--- src/rtl/ysyx_040729_pkg.sv ---
// ---------------------------------------------------------------------------
// ysyx_040729_pkg
// Shared definitions for the instruction-fetch responder:
//   - state_e          : responder FSM states (IDLE, REQ, DRAIN)
//   - LINE_OFF_W       : byte-offset bits inside one 64-bit buffered line
//   - HALF_SEL_BIT     : address bit that picks the upper/lower instruction
//   - ERR_INST_DEFAULT : word returned with fetch_err (decodes as illegal)
// ---------------------------------------------------------------------------
package ysyx_040729_pkg;

    typedef enum logic [1:0] {
        IDLE  = 2'd0,   // serving hits / errors, launching misses
        REQ   = 2'd1,   // miss outstanding, result will fill the line buffer
        DRAIN = 2'd2    // request abandoned, waiting out its ack
    } state_e;

    localparam int unsigned LINE_OFF_W   = 3;
    localparam int unsigned HALF_SEL_BIT = 2;

    localparam logic [31:0] ERR_INST_DEFAULT = 32'h0000_0000;

endpackage

--- src/rtl/ysyx_040729_line_buffer.sv ---
// ---------------------------------------------------------------------------
// ysyx_040729_line_buffer
// Single-line fetch buffer: one valid bit, one full-width line tag and one
// 64-bit line of two instructions. Looks up a tag combinationally and returns
// the selected instruction half.
// Ports:
//   clock, reset   system clock, synchronous active-high reset
//   inval_i        drop the buffered line this edge; also masks hit_o now
//   fill_en_i      write fill_tag_i / fill_data_i and mark the line valid
//   fill_tag_i     line tag to store
//   fill_data_i    line data, instruction @+0 in [31:0], @+4 in [63:32]
//   lookup_tag_i   tag of the current fetch address
//   half_sel_i     address bit 2 of the current fetch
//   hit_o          buffered line matches lookup_tag_i
//   rdata_o        selected instruction of the buffered line
// ---------------------------------------------------------------------------
module ysyx_040729_line_buffer
    import ysyx_040729_pkg::*;
#(
    parameter int unsigned TAG_W      = 61,
    parameter int unsigned LINE_WIDTH = 64,
    parameter int unsigned INST_WIDTH = 32
) (
    input  logic                  clock,
    input  logic                  reset,
    input  logic                  inval_i,
    input  logic                  fill_en_i,
    input  logic [TAG_W-1:0]      fill_tag_i,
    input  logic [LINE_WIDTH-1:0] fill_data_i,
    input  logic [TAG_W-1:0]      lookup_tag_i,
    input  logic                  half_sel_i,
    output logic                  hit_o,
    output logic [INST_WIDTH-1:0] rdata_o
);

    logic                  valid_q;
    logic [TAG_W-1:0]      tag_q;
    logic [LINE_WIDTH-1:0] data_q;

    // NOTE: sequential state is written with <= so every flop samples the
    // pre-edge values of its neighbours, independent of block ordering.
    always_ff @(posedge clock) begin
        if (reset) begin
            valid_q <= 1'b0;
        end else if (inval_i) begin
            valid_q <= 1'b0;
        end else if (fill_en_i) begin
            valid_q <= 1'b1;
        end
    end

    // NOTE: tag and data have no reset; valid_q qualifies every use of them,
    // so clearing valid_q alone is enough and keeps the storage plain flops.
    always_ff @(posedge clock) begin
        if (fill_en_i && !inval_i) begin
            tag_q  <= fill_tag_i;
            data_q <= fill_data_i;
        end
    end

    // An invalidate in the same cycle forces a miss before the flop clears.
    assign hit_o   = valid_q && (tag_q == lookup_tag_i) && !inval_i;
    assign rdata_o = half_sel_i ? data_q[LINE_WIDTH-1:INST_WIDTH]
                                : data_q[INST_WIDTH-1:0];

endmodule

--- src/rtl/ysyx_040729_imem_responder.sv ---
// ---------------------------------------------------------------------------
// ysyx_040729_imem_responder
// Responder end of the core's instruction-fetch port. Hits in the one-line
// buffer answer in the same cycle; misses issue one req/ack line read to the
// backing instruction memory, fill the buffer and answer the cycle after.
// Misaligned PCs and memory timeouts answer with fetch_err and ERR_INST.
// Ports:
//   clock, reset   system clock, synchronous active-high reset
//   if_valid       core fetch request
//   if_addr        fetch PC, stable until handshake
//   if_ready       instruction (or error) valid this cycle
//   if_data_read   instruction for if_addr while if_ready
//   fetch_err      qualifies if_ready: misaligned PC or memory timeout
//   flush          invalidate the line buffer
//   mem_req        backing read request, held until mem_ack
//   mem_addr       line-aligned read address, stable while mem_req
//   mem_ack        one-cycle pulse, mem_rdata valid
//   mem_rdata      64-bit line, little-endian instruction order
// ---------------------------------------------------------------------------
module ysyx_040729_imem_responder
    import ysyx_040729_pkg::*;
#(
    parameter int unsigned           ADDR_WIDTH = 64,
    parameter int unsigned           INST_WIDTH = 32,
    parameter int unsigned           LINE_WIDTH = 64,
    parameter int unsigned           TIMEOUT    = 256,
    parameter logic [INST_WIDTH-1:0] ERR_INST   = ERR_INST_DEFAULT
) (
    input  logic                  clock,
    input  logic                  reset,
    input  logic                  if_valid,
    input  logic [ADDR_WIDTH-1:0] if_addr,
    output logic                  if_ready,
    output logic [INST_WIDTH-1:0] if_data_read,
    output logic                  fetch_err,
    input  logic                  flush,
    output logic                  mem_req,
    output logic [ADDR_WIDTH-1:0] mem_addr,
    input  logic                  mem_ack,
    input  logic [LINE_WIDTH-1:0] mem_rdata
);

    localparam int unsigned     TAG_W    = ADDR_WIDTH - LINE_OFF_W;
    localparam int unsigned     CNT_W    = (TIMEOUT > 1) ? $clog2(TIMEOUT) : 1;
    localparam logic [CNT_W-1:0] CNT_LAST = CNT_W'(TIMEOUT - 1);

    state_e           state_q, state_d;
    logic [TAG_W-1:0] req_tag_q, req_tag_d;
    logic [CNT_W-1:0] wait_cnt_q, wait_cnt_d;

    logic [TAG_W-1:0]      if_tag;
    logic                  misaligned;
    logic                  timeout;
    logic                  buf_hit;
    logic [INST_WIDTH-1:0] buf_rdata;
    logic                  fill_en;
    logic                  buf_inval;
    logic                  rsp_ready;
    logic                  rsp_err;
    logic [INST_WIDTH-1:0] rsp_data;

    assign if_tag     = if_addr[ADDR_WIDTH-1:LINE_OFF_W];
    assign misaligned = |if_addr[1:0];

    // Last allowed wait cycle with no ack: give up on this request.
    assign timeout = (state_q == REQ) && (wait_cnt_q == CNT_LAST) && !mem_ack;

    // A timed-out miss leaves nothing trustworthy to hit on afterwards.
    assign buf_inval = flush || timeout;

    ysyx_040729_line_buffer #(
        .TAG_W      (TAG_W),
        .LINE_WIDTH (LINE_WIDTH),
        .INST_WIDTH (INST_WIDTH)
    ) u_line_buffer (
        .clock        (clock),
        .reset        (reset),
        .inval_i      (buf_inval),
        .fill_en_i    (fill_en),
        .fill_tag_i   (req_tag_q),
        .fill_data_i  (mem_rdata),
        .lookup_tag_i (if_tag),
        .half_sel_i   (if_addr[HALF_SEL_BIT]),
        .hit_o        (buf_hit),
        .rdata_o      (buf_rdata)
    );

    // NOTE: every signal assigned here gets a default first, so no path
    // leaves a value unassigned and no latch is inferred.
    always_comb begin
        state_d    = state_q;
        req_tag_d  = req_tag_q;
        wait_cnt_d = wait_cnt_q;
        fill_en    = 1'b0;
        rsp_ready  = 1'b0;
        rsp_err    = 1'b0;
        rsp_data   = '0;

        case (state_q)
            IDLE: begin
                if (if_valid) begin
                    if (misaligned) begin
                        rsp_ready = 1'b1;
                        rsp_err   = 1'b1;
                        rsp_data  = ERR_INST;
                    end else if (buf_hit) begin
                        rsp_ready = 1'b1;
                        rsp_data  = buf_rdata;
                    end else begin
                        state_d    = REQ;
                        req_tag_d  = if_tag;
                        wait_cnt_d = '0;
                    end
                end
            end

            REQ: begin
                if (wait_cnt_q != CNT_LAST) begin
                    wait_cnt_d = wait_cnt_q + 1'b1;
                end
                if (mem_ack) begin
                    // A flush racing the ack discards the now-stale line.
                    fill_en = !flush;
                    state_d = IDLE;
                end else if (timeout) begin
                    rsp_ready = if_valid;
                    rsp_err   = if_valid;
                    rsp_data  = if_valid ? ERR_INST : '0;
                    state_d   = DRAIN;
                end else if (flush) begin
                    state_d = DRAIN;
                end
            end

            DRAIN: begin
                // The request stays up until the memory answers; its data is dropped.
                if (mem_ack) begin
                    state_d = IDLE;
                end
            end

            default: begin
                state_d = IDLE;
            end
        endcase
    end

    always_ff @(posedge clock) begin
        if (reset) begin
            state_q    <= IDLE;
            req_tag_q  <= '0;
            wait_cnt_q <= '0;
        end else begin
            state_q    <= state_d;
            req_tag_q  <= req_tag_d;
            wait_cnt_q <= wait_cnt_d;
        end
    end

    // Outputs are held quiet while reset is asserted, even mid-request.
    assign if_ready     = rsp_ready && !reset;
    assign fetch_err    = rsp_err && !reset;
    assign if_data_read = reset ? '0 : rsp_data;
    assign mem_req      = (state_q != IDLE) && !reset;
    assign mem_addr     = reset ? '0 : {req_tag_q, {LINE_OFF_W{1'b0}}};

endmodule

--- config.mk ---
export PLATFORM = sky130hd
export DESIGN_NAME = ysyx_040729_imem_responder
export DESIGN_NICKNAME = d
export VERILOG_FILES = /design/src/rtl/ysyx_040729_pkg.sv /design/src/rtl/ysyx_040729_line_buffer.sv /design/src/rtl/ysyx_040729_imem_responder.sv
export SDC_FILE = /design/constraint.sdc
export NUM_CORES = 1
export LEC_CHECK = 0
export BUFFER_PORTS_ARGS = -buffer_cell sky130_fd_sc_hd__buf_2
export CAP_MARGIN = 15
export CORE_MARGIN = 3
export CORE_UTILIZATION = 32
export CTS_CLUSTER_SIZE = 12
export DETAILED_ROUTE_END_ITERATION = 10
export MAX_ROUTING_LAYER = met4
export PLACE_DENSITY = 0.56
export SLEW_MARGIN = 20
export SYNTH_ARGS = -nofsm -noshare
export SYNTH_HDL_FRONTEND = slang
export SYNTH_SLANG_ARGS = --single-unit
--- constraint.sdc ---
create_clock -name clock -period 22.2 [get_ports clock]
set_input_delay 1.11 -clock clock [delete_from_list [all_inputs] [get_ports clock]]
set_output_delay 1.11 -clock clock [all_outputs]
set_load 0.01 [all_outputs]
Yosys cells after proc, flatten, opt, wreduce, memory -nomap -nowiden
Cells that the tools add are included.

Add/subtract/negate cells: 1. Equality and inequality tests: 11. Multiplexer cells: 31. Bitwise logic cells: 2. Reduce and logical (&&, ||, !) cells: 21.

Operator list (count): 2-to-1 mux 32 bit (6); 2-to-1 mux 64 bit (1); == test 61 bit (1); 2-to-1 mux 8 bit (4); one-hot mux 8 bit (2 select lines) (1); 2-to-1 mux 2 bit (7); AND reduction 5 bit (2); 2-to-1 mux 1 bit (9); adder 8 x 1 -> 8 bit (second input constant) (1); == test 8 bit (second input constant) (1); logical AND 1 bit (8); != test 2 bit (second input constant) (4); != test 8 bit (second input constant) (1); one-hot mux 2 bit (3 select lines) (1); zero test 1 bit (4); != test 4 bit (second input constant) (1); one-hot mux 1 bit (2 select lines) (2); AND reduction 4 bit (1); nonzero test 2 bit (2); OR reduction 2 bit (2); == test 2 x 1 -> 1 bit (second input constant) (1); == test 2 bit (second input constant) (1); zero test 2 bit (1); != test 2 x 1 -> 1 bit (second input constant) (1); other kinds (2) (3).

Flip-flop bits (word level): 197. Bits of input ports: 133. Output and inout bits: 99. Logic and storage cells: 72.

Logic depth before layout (Yosys ltp)
Gate-level depths: netlist of run 1.

Depth in word-level cells: 11. Gate-level depth with buffers: 11. Depth with buffers taken out: 8.

Hierarchy
From an unflattened synthesis of run 1, not the netlist that was laid out.

Cells, all modules: 711. Area total of the unflattened synthesis: 8251.7 um^2.

Modules (own cells, without submodules): ysyx_040729_line_buffer (times used 1, cells an instance 262, area each 4916.0 um^2); ysyx_040729_imem_responder (times used 1, cells an instance 449, area each 3335.7 um^2).

Worst setup path after synthesis of run 1
OpenSTA, ideal clock, no wires.

Path kind: input to register. From: in flush. To: reg u_line_buffer.data_q[0], enable pin. Arrival time: 10248 ps. Data required time: 21407 ps. Path slack: 11159 ps. Stages: 1. Buffers on the path: 0. Path through: nor3b_1.

Cells in the longest elaborated chain, start to end: 4. Elaborated cells between the ends (all ways): 6.

RTL lines: start, declared (line ysyx_040729_imem_responder.sv:36) `input logic flush,`; zero test 1 bit (line ysyx_040729_imem_responder.sv:123) `fill_en = !flush;`; 2-to-1 mux 1 bit (line ysyx_040729_imem_responder.sv:121) `if (mem_ack) begin`; 2-to-1 mux 1 bit (line ysyx_040729_imem_responder.sv:99) `case (state_q)`; logical AND 1 bit (*) (line ysyx_040729_line_buffer.sv:55) `if (fill_en_i && !inval_i) begin`; end signal, assigned (line ysyx_040729_line_buffer.sv:57) `data_q <= fill_data_i;`; end, declared (line ysyx_040729_line_buffer.sv:38) `logic [LINE_WIDTH-1:0] data_q;`.

Every way passes the cells marked *; elsewhere a longest branch is shown, timed or not. A chain may end at the register's enable or synchronous reset.

Worst setup path after layout of run 1
From: in if_addr[29]. To: out if_data_read[25].

Cells in the longest elaborated chain, start to end: 8.

RTL lines: start, declared (line ysyx_040729_imem_responder.sv:32) `input logic [ADDR_WIDTH-1:0] if_addr,`; == test 61 bit (line ysyx_040729_line_buffer.sv:62) `assign hit_o = valid_q && (tag_q == lookup_tag_i) && !inval_i;`; logical AND 1 bit (2 in a row) (line ysyx_040729_line_buffer.sv:62); 2-to-1 mux 32 bit (line ysyx_040729_imem_responder.sv:106) `end else if (buf_hit) begin`; 2-to-1 mux 32 bit (line ysyx_040729_imem_responder.sv:102) `if (misaligned) begin`; 2-to-1 mux 32 bit (line ysyx_040729_imem_responder.sv:101) `if (if_valid) begin`; 2-to-1 mux 32 bit; 2-to-1 mux 32 bit (line ysyx_040729_imem_responder.sv:163) `assign if_data_read = reset ? '0 : rsp_data;`; end, declared (line ysyx_040729_imem_responder.sv:34) `output logic [INST_WIDTH-1:0] if_data_read,`.

No other way between the ends.

==> results of run 1 <==
-- layout by cell type, fill, tap and decap left out, types with 7 or more instances in the layout --
cell type	n
buf_2	227
edfxtp_1	125
dfxtp_1	72
inv_1	63
o21ai_0	63
nor2b_1	62
o41ai_1	61
nor2_1	39
xnor2_1	38
mux2i_1	32
xor2_1	20
clkbuf_16	17
nand4_1	9
buf_4	8
nor4_1	7
-- critical path, delay by kind of cell --
kind,cells,cell delay (ns)
xor+xnor,1,0.34
simple gates,6,1.51
buf+inv,3,0.92
-- flip-flops by register name (all words and copies together), names as in the netlist --
register               flops
u_line_buffer.valid_q      1
wait_cnt_q                 8
state_q                    2
req_tag_q                 61
u_line_buffer.tag_q       61
u_line_buffer.data_q      64
-- how the worst max path moves through the flow --
stage,start,to,cells after the start
2_1_floorplan,flush,u_line_buffer.data_q[0],1
3_3_place_gp,if_addr[59],if_data_read[16],10
3_5_place_dp,if_addr[59],if_data_read[25],10
4_1_cts,if_addr[59],if_data_read[25],10
5_1_grt,if_addr[59],if_data_read[16],10
6_report,if_addr[29],if_data_read[25],10
-- final cells by class --
class	instances	area, um2
Tap cell	330	413
Antenna cell	2	5.00
Clock inverter	13	119
Fill cell	2517	15200
Inverter	63	236
Timing Repair Buffer	236	1220
Multi-Input combinational cell	395	2800
Clock buffer	19	433
Sequential cell	197	5190
-- per-layer routing --
layer  up-vias  share of wire  global-route usage
met2       210           0.44               0.240
met5         -              0                   -
met3         7          0.069              0.0409
li1       2975              -                   -
met1      2792           0.48               0.221
met4         0         0.0059              0.0288
-- kinds of logic after synthesis --
kind of cell,after synthesis,share of synthesized area
and+or+nand+nor,153,0.104
adders and majority gates,1,0.00147
muxes,32,0.0378
buffers and inverters,116,0.0593
other,1,0.000442
xor gates and xnor gates,58,0.0599
AOI/OAI and AO/OA,148,0.125
DFF,197,0.612
-- power by group --
part           switching (mW)  total [mW]  internal, mW  leakage, nW
clock                   0.145       0.292         0.148        0.263
sequential            0.00228       0.396         0.394         1.69
combinational          0.0293      0.0505        0.0213         2.29
==> impl_metrics.ini, run 1 <==
[outcome]
outcome = complete, no violations

[global_routing]
first_global_vias = 5808
grt_max_degree = 111
grtUsageTotal = 0.159
antenna_found_initial = 2
grt_pass1_wl_mm = 34.3
grt.overflow.total = 0

[cells_and_area]
drive_above_1_share = 0.299
stdcell_count = 1255
final_core_util = 0.407
area_growth_pct = 22.9
fin_nets = 1044
fin_area_um2 = 10400

[cts]
postCtsHoldBufs = 0
cts_sinks = 197
cts_buffers = 17
tritoncts = built
clkTransAtPathRegs_ns = 0.08
clk_latency_ns = 0.43
clk_path_buf_depth = 2
cts_setup_buffers = 0
post_cts_resized = 0
h-tree-depth = 4
clock-root-buffer = clkbuf_16

[hold_path]
hold_depth = 0
holdPathEnd = u_line_buffer.tag_q[58]
hp-class = reg -> reg
hold_start = req_tag_q[58]

[worst_setup_path]
slowest_stage = buf_4
arrival_ns = 3.97
reg2reg_to = state_q[0]
cp_max_fo = 73
end_kind = output pin
crit_type = in -> out
crit_path_frequent_cell = buf_2
crit_path_start_kind = input port
rrSetupSlack_ns = 19.30
max_stage_delay_ns = 0.64
worst_r2r_path_depth = 8
crit_path_cell_trace = buf_2 > xnor2_1 > nand4_1 > nor4_1 > nand3_2 > nor4_4 > buf_4 > nand2_4 > nor2_1 > buf_2
r2r-start = u_line_buffer.tag_q[56]
cp.required_ns = 21.09

[yosys]
syn_area_per_cell_um2 = 12.0
netlist_area_um2 = 8480
synth_edf_count = 125
ys_ff_latch = 197
synth_top_cell_by_area = edfxtp_1
synth-async-reset-ratio = 0
ys_seq_area_frac = 0.612
yosysWarningCount = 0
ys.flop_type = edfxtp_1
synth_area_leaders = edfxtp_1 (44%), dfxtp_1 (17%), o41ai_1 (6.3%)
synth_cell_types = 50
netlist_instances = 706
synth_top_cell_area_share = 0.442
synth.most_common_cell = edfxtp_1
synth_top_cells_by_count = edfxtp_1 (125), dfxtp_1 (72), inv_1 (63), o21ai_0 (63), nor2b_1 (62)

[floorplan]
start_util = 0.331
die_height_um = 169
die_w_um = 169
ioPinCount = 232
coreArea_um2 = 25600
die_area_um2 = 28500
rows = 58

[drt]
drt-initial-drc-count = 382
vias_per_cell = 4.77
first_pass_iters = 5
dr_total_vias = 5984
wl_mm = 22.4
wl_per_cell_um = 17.8
ant_nets = 0
drc = 0

[pwr]
pwr_density_cell_nw_per_um2 = 70.9
total_power_mw = 0.739
max-vdd-ir-drop_v = 0.0000401
p_leak_nw = 4.24

[sta]
clock_skew_ns = 0.0145
rsz0062_at_grt = no
hold_viol = 0
maxSlewViolCount = 0
clock.fmax_ghz = 0.197
worst_pin_slew_ns = 1.00
setup_slack_ns = 17.12
max_slew_margin = 0.332
timing.hold.ws_ns = 0.413
fin_crit_ns = 5.08
setup_tns_ns = 0
setup_viol = 0
post-route-period-util = 0.229

[job]
drv_cap = 0

[placed_design]
port_buffers = 228
place_ws_ns = 17.06
place_inst = 1220
hpwl_mm = 15.6
gp_congestion = 0.777
placed_cell_area_um2 = 9840
Note: power is estimated with default switching activity, not from simulation.
==> inputs of run 2 (changes only) <==
Clock period 22.2 ns to 4.7 ns, I/O delays scaled along.
==> run 2 against run 1 <==
Hold slack got worse by 0.34 ns. Clock skew fell by 0.0012 ns. First-iteration DRC count fell by 1.6%. Flip-flop and latch count did not move. Largest power group unchanged. Non-clock buffer count rose by 62. Highest routed layer unchanged. Routed wire length rose by 3.9%. Combinational power rose to 5.6 times the previous value. Critical path depth fell by 1. Global-route usage rose by 0.52 points. Final cell count rose by 4.9%. Count of clock-buffer cells in the layout rose by 1.
==> impl_metrics.ini, run 2 (same netlist as run 1, synthesis figures left out) <==
[outcome]
outcome = complete, no violations

[floorplan]
start_util = 0.331
coreArea_um2 = 25600
die_w_um = 169
ioPinCount = 232
rows = 58
die_height_um = 169
die_area_um2 = 28500

[worst_setup_path]
cp_max_fo = 128
worst_r2r_path_depth = 8
crit_path_cell_trace = xnor2_1 > nand4_1 > nor4_1 > nand3_2 > nor4_4 > buf_12 > o31ai_1 > a211oi_2 > buf_2
r2r-start = u_line_buffer.tag_q[56]
crit_type = reg -> out
rrSetupSlack_ns = 1.91
end_kind = output pin
reg2reg_to = state_q[0]
crit_path_start_kind = flip-flop
max_stage_delay_ns = 0.48
arrival_ns = 3.19
cp.required_ns = 4.47
slowest_stage = buf_12

[cells_and_area]
layout_common_cells = buf_2 (227), edfxtp_1 (125), dfxtp_1 (72)
layout_commonest_cell = buf_2
fillCellCount = 2464
drive_above_1_share = 0.279
fin_area_um2 = 11100
reg_top3 = u_line_buffer.data_q x64, req_tag_q x61, u_line_buffer.tag_q x61
area_growth_pct = 30.8
regMostFlops = u_line_buffer.data_q
largest_reg_flops = 64
fin_nets = 1106

[cts]
clk_latency_ns = 0.43
cts_buffers = 17
cts_sinks = 197
tritoncts = built
clkTransAtPathRegs_ns = 0.08
h-tree-depth = 4
cts_setup_buffers = 0
clock-root-buffer = clkbuf_16
clk_path_buf_depth = 2

[hold_path]
hold_depth = 3
hp-class = in -> reg
hold_start = if_addr[38]
holdPathEnd = req_tag_q[35]

[drt]
drc = 0
ant_nets = 0
first_pass_iters = 4
dr_total_vias = 6283
drt-initial-drc-count = 376
wl_mm = 23.2
vias_per_cell = 4.77
wl_per_cell_um = 17.6

[pwr]
pwr_density_cell_nw_per_um2 = 327
max-vdd-ir-drop_v = 0.000278
p_leak_nw = 4.52

[sta]
clock.fmax_ghz = 0.292
fin_crit_ns = 3.42
post-route-period-util = 0.728
setup_tns_ns = 0
hold_viol = 0
timing.hold.ws_ns = 0.0730
max_slew_margin = 0.286
setup_viol = 0
worst_pin_slew_ns = 1.07
clock_skew_ns = 0.0133
rsz0062_at_grt = no
maxSlewViolCount = 0

[global_routing]
grt.overflow.total = 0
grt_max_degree = 129
grtUsageTotal = 0.165
antenna_found_initial = 2
grt_pass1_wl_mm = 35.2
first_global_vias = 6080

[placed_design]
gp_congestion = 0.765
hpwl_mm = 15.6
placed_cell_area_um2 = 9850
port_buffers = 228

[job]
drv_cap = 0
[run 2: changes by cell type in the layout (fill, tap and decap cells not counted), sizes merged]
cell         change
clkinvlp         -1
dlygate4sd3     +65
inv              +2
bufinv           +1
buf              -3
clkinv           -3
clkbuf           +1
[run 2: worst max path at each step]
stage	from	endpoint	slack, ns	depth (start not counted)
6_report	u_line_buffer.tag_q[56]	if_ready	1.28	9
5_1_grt	u_line_buffer.tag_q[56]	if_ready	0.97	9
4_1_cts	u_line_buffer.tag_q[12]	if_ready	1.19	9
3_5_place_dp	u_line_buffer.tag_q[12]	if_ready	1.66	9
3_3_place_gp	if_addr[15]	if_ready	1.64	10
2_1_floorplan	state_q[1]	u_line_buffer.data_q[0]	0.48	2
[run 2: layer usage]
layer	share of wire	vias up	routed length, um	track usage
li1	-	3100	-	-
met1	0.48	2953	11200	0.229
met2	0.45	221	10400	0.247
met3	0.064	9	1500	0.0399
met4	0.0065	0	150	0.0331
met5	0	-	0	-
[run 2: cell type report]
type	instances	area, um2	area share
Antenna cell	2	5.00	0.000451
Multi-Input combinational cell	395	2810	0.253
Timing Repair Buffer	298	1840	0.166
Clock inverter	12	135	0.0122
Inverter	63	236	0.0213
Clock buffer	20	457	0.0412
Tap cell	330	413	0.0372
Sequential cell	197	5190	0.468
[run 2: metrics by stage]
stage / utilization / power (mW) / instances / setup slack [ns]
finish: 0.433 / 3.62 / 1317 / 1.28
global route: 0.433 / 3.77 / 1317 / 0.967
CTS: 0.433 / 3.68 / 1315 / 1.19
detailed placement: 0.384 / 2.15 / 1218 / 1.66
global placement: 0.384 / 2.15 / 1218 / 1.64
floorplan: - / 2.03 / 708 / 0.478
[run 2: timing repair]
item                       in CTS  in global routing
setup endpoints to repair       0                  0
hold buffers                   65                  0
gates resized for setup         0                  0
hold endpoints to repair       65                  0
[run 2: worst max-delay path, delay by kind of cell (launching register included)]
kind / cells / cell delay, ns
compound gates: 2 / 0.36
flops: 1 / 0.38
xor+xnor: 1 / 0.31
simple gates: 4 / 1.05
buf+inv: 2 / 0.64
[run 2: power by group]
part	leakage [nW]	internal (mW)	switching (mW)	total (mW)
logic	2.55	0.134	0.147	0.281
registers	1.69	1.86	0.0112	1.87
clock network	0.289	0.783	0.688	1.47
total	4.52	2.78	0.847	3.62
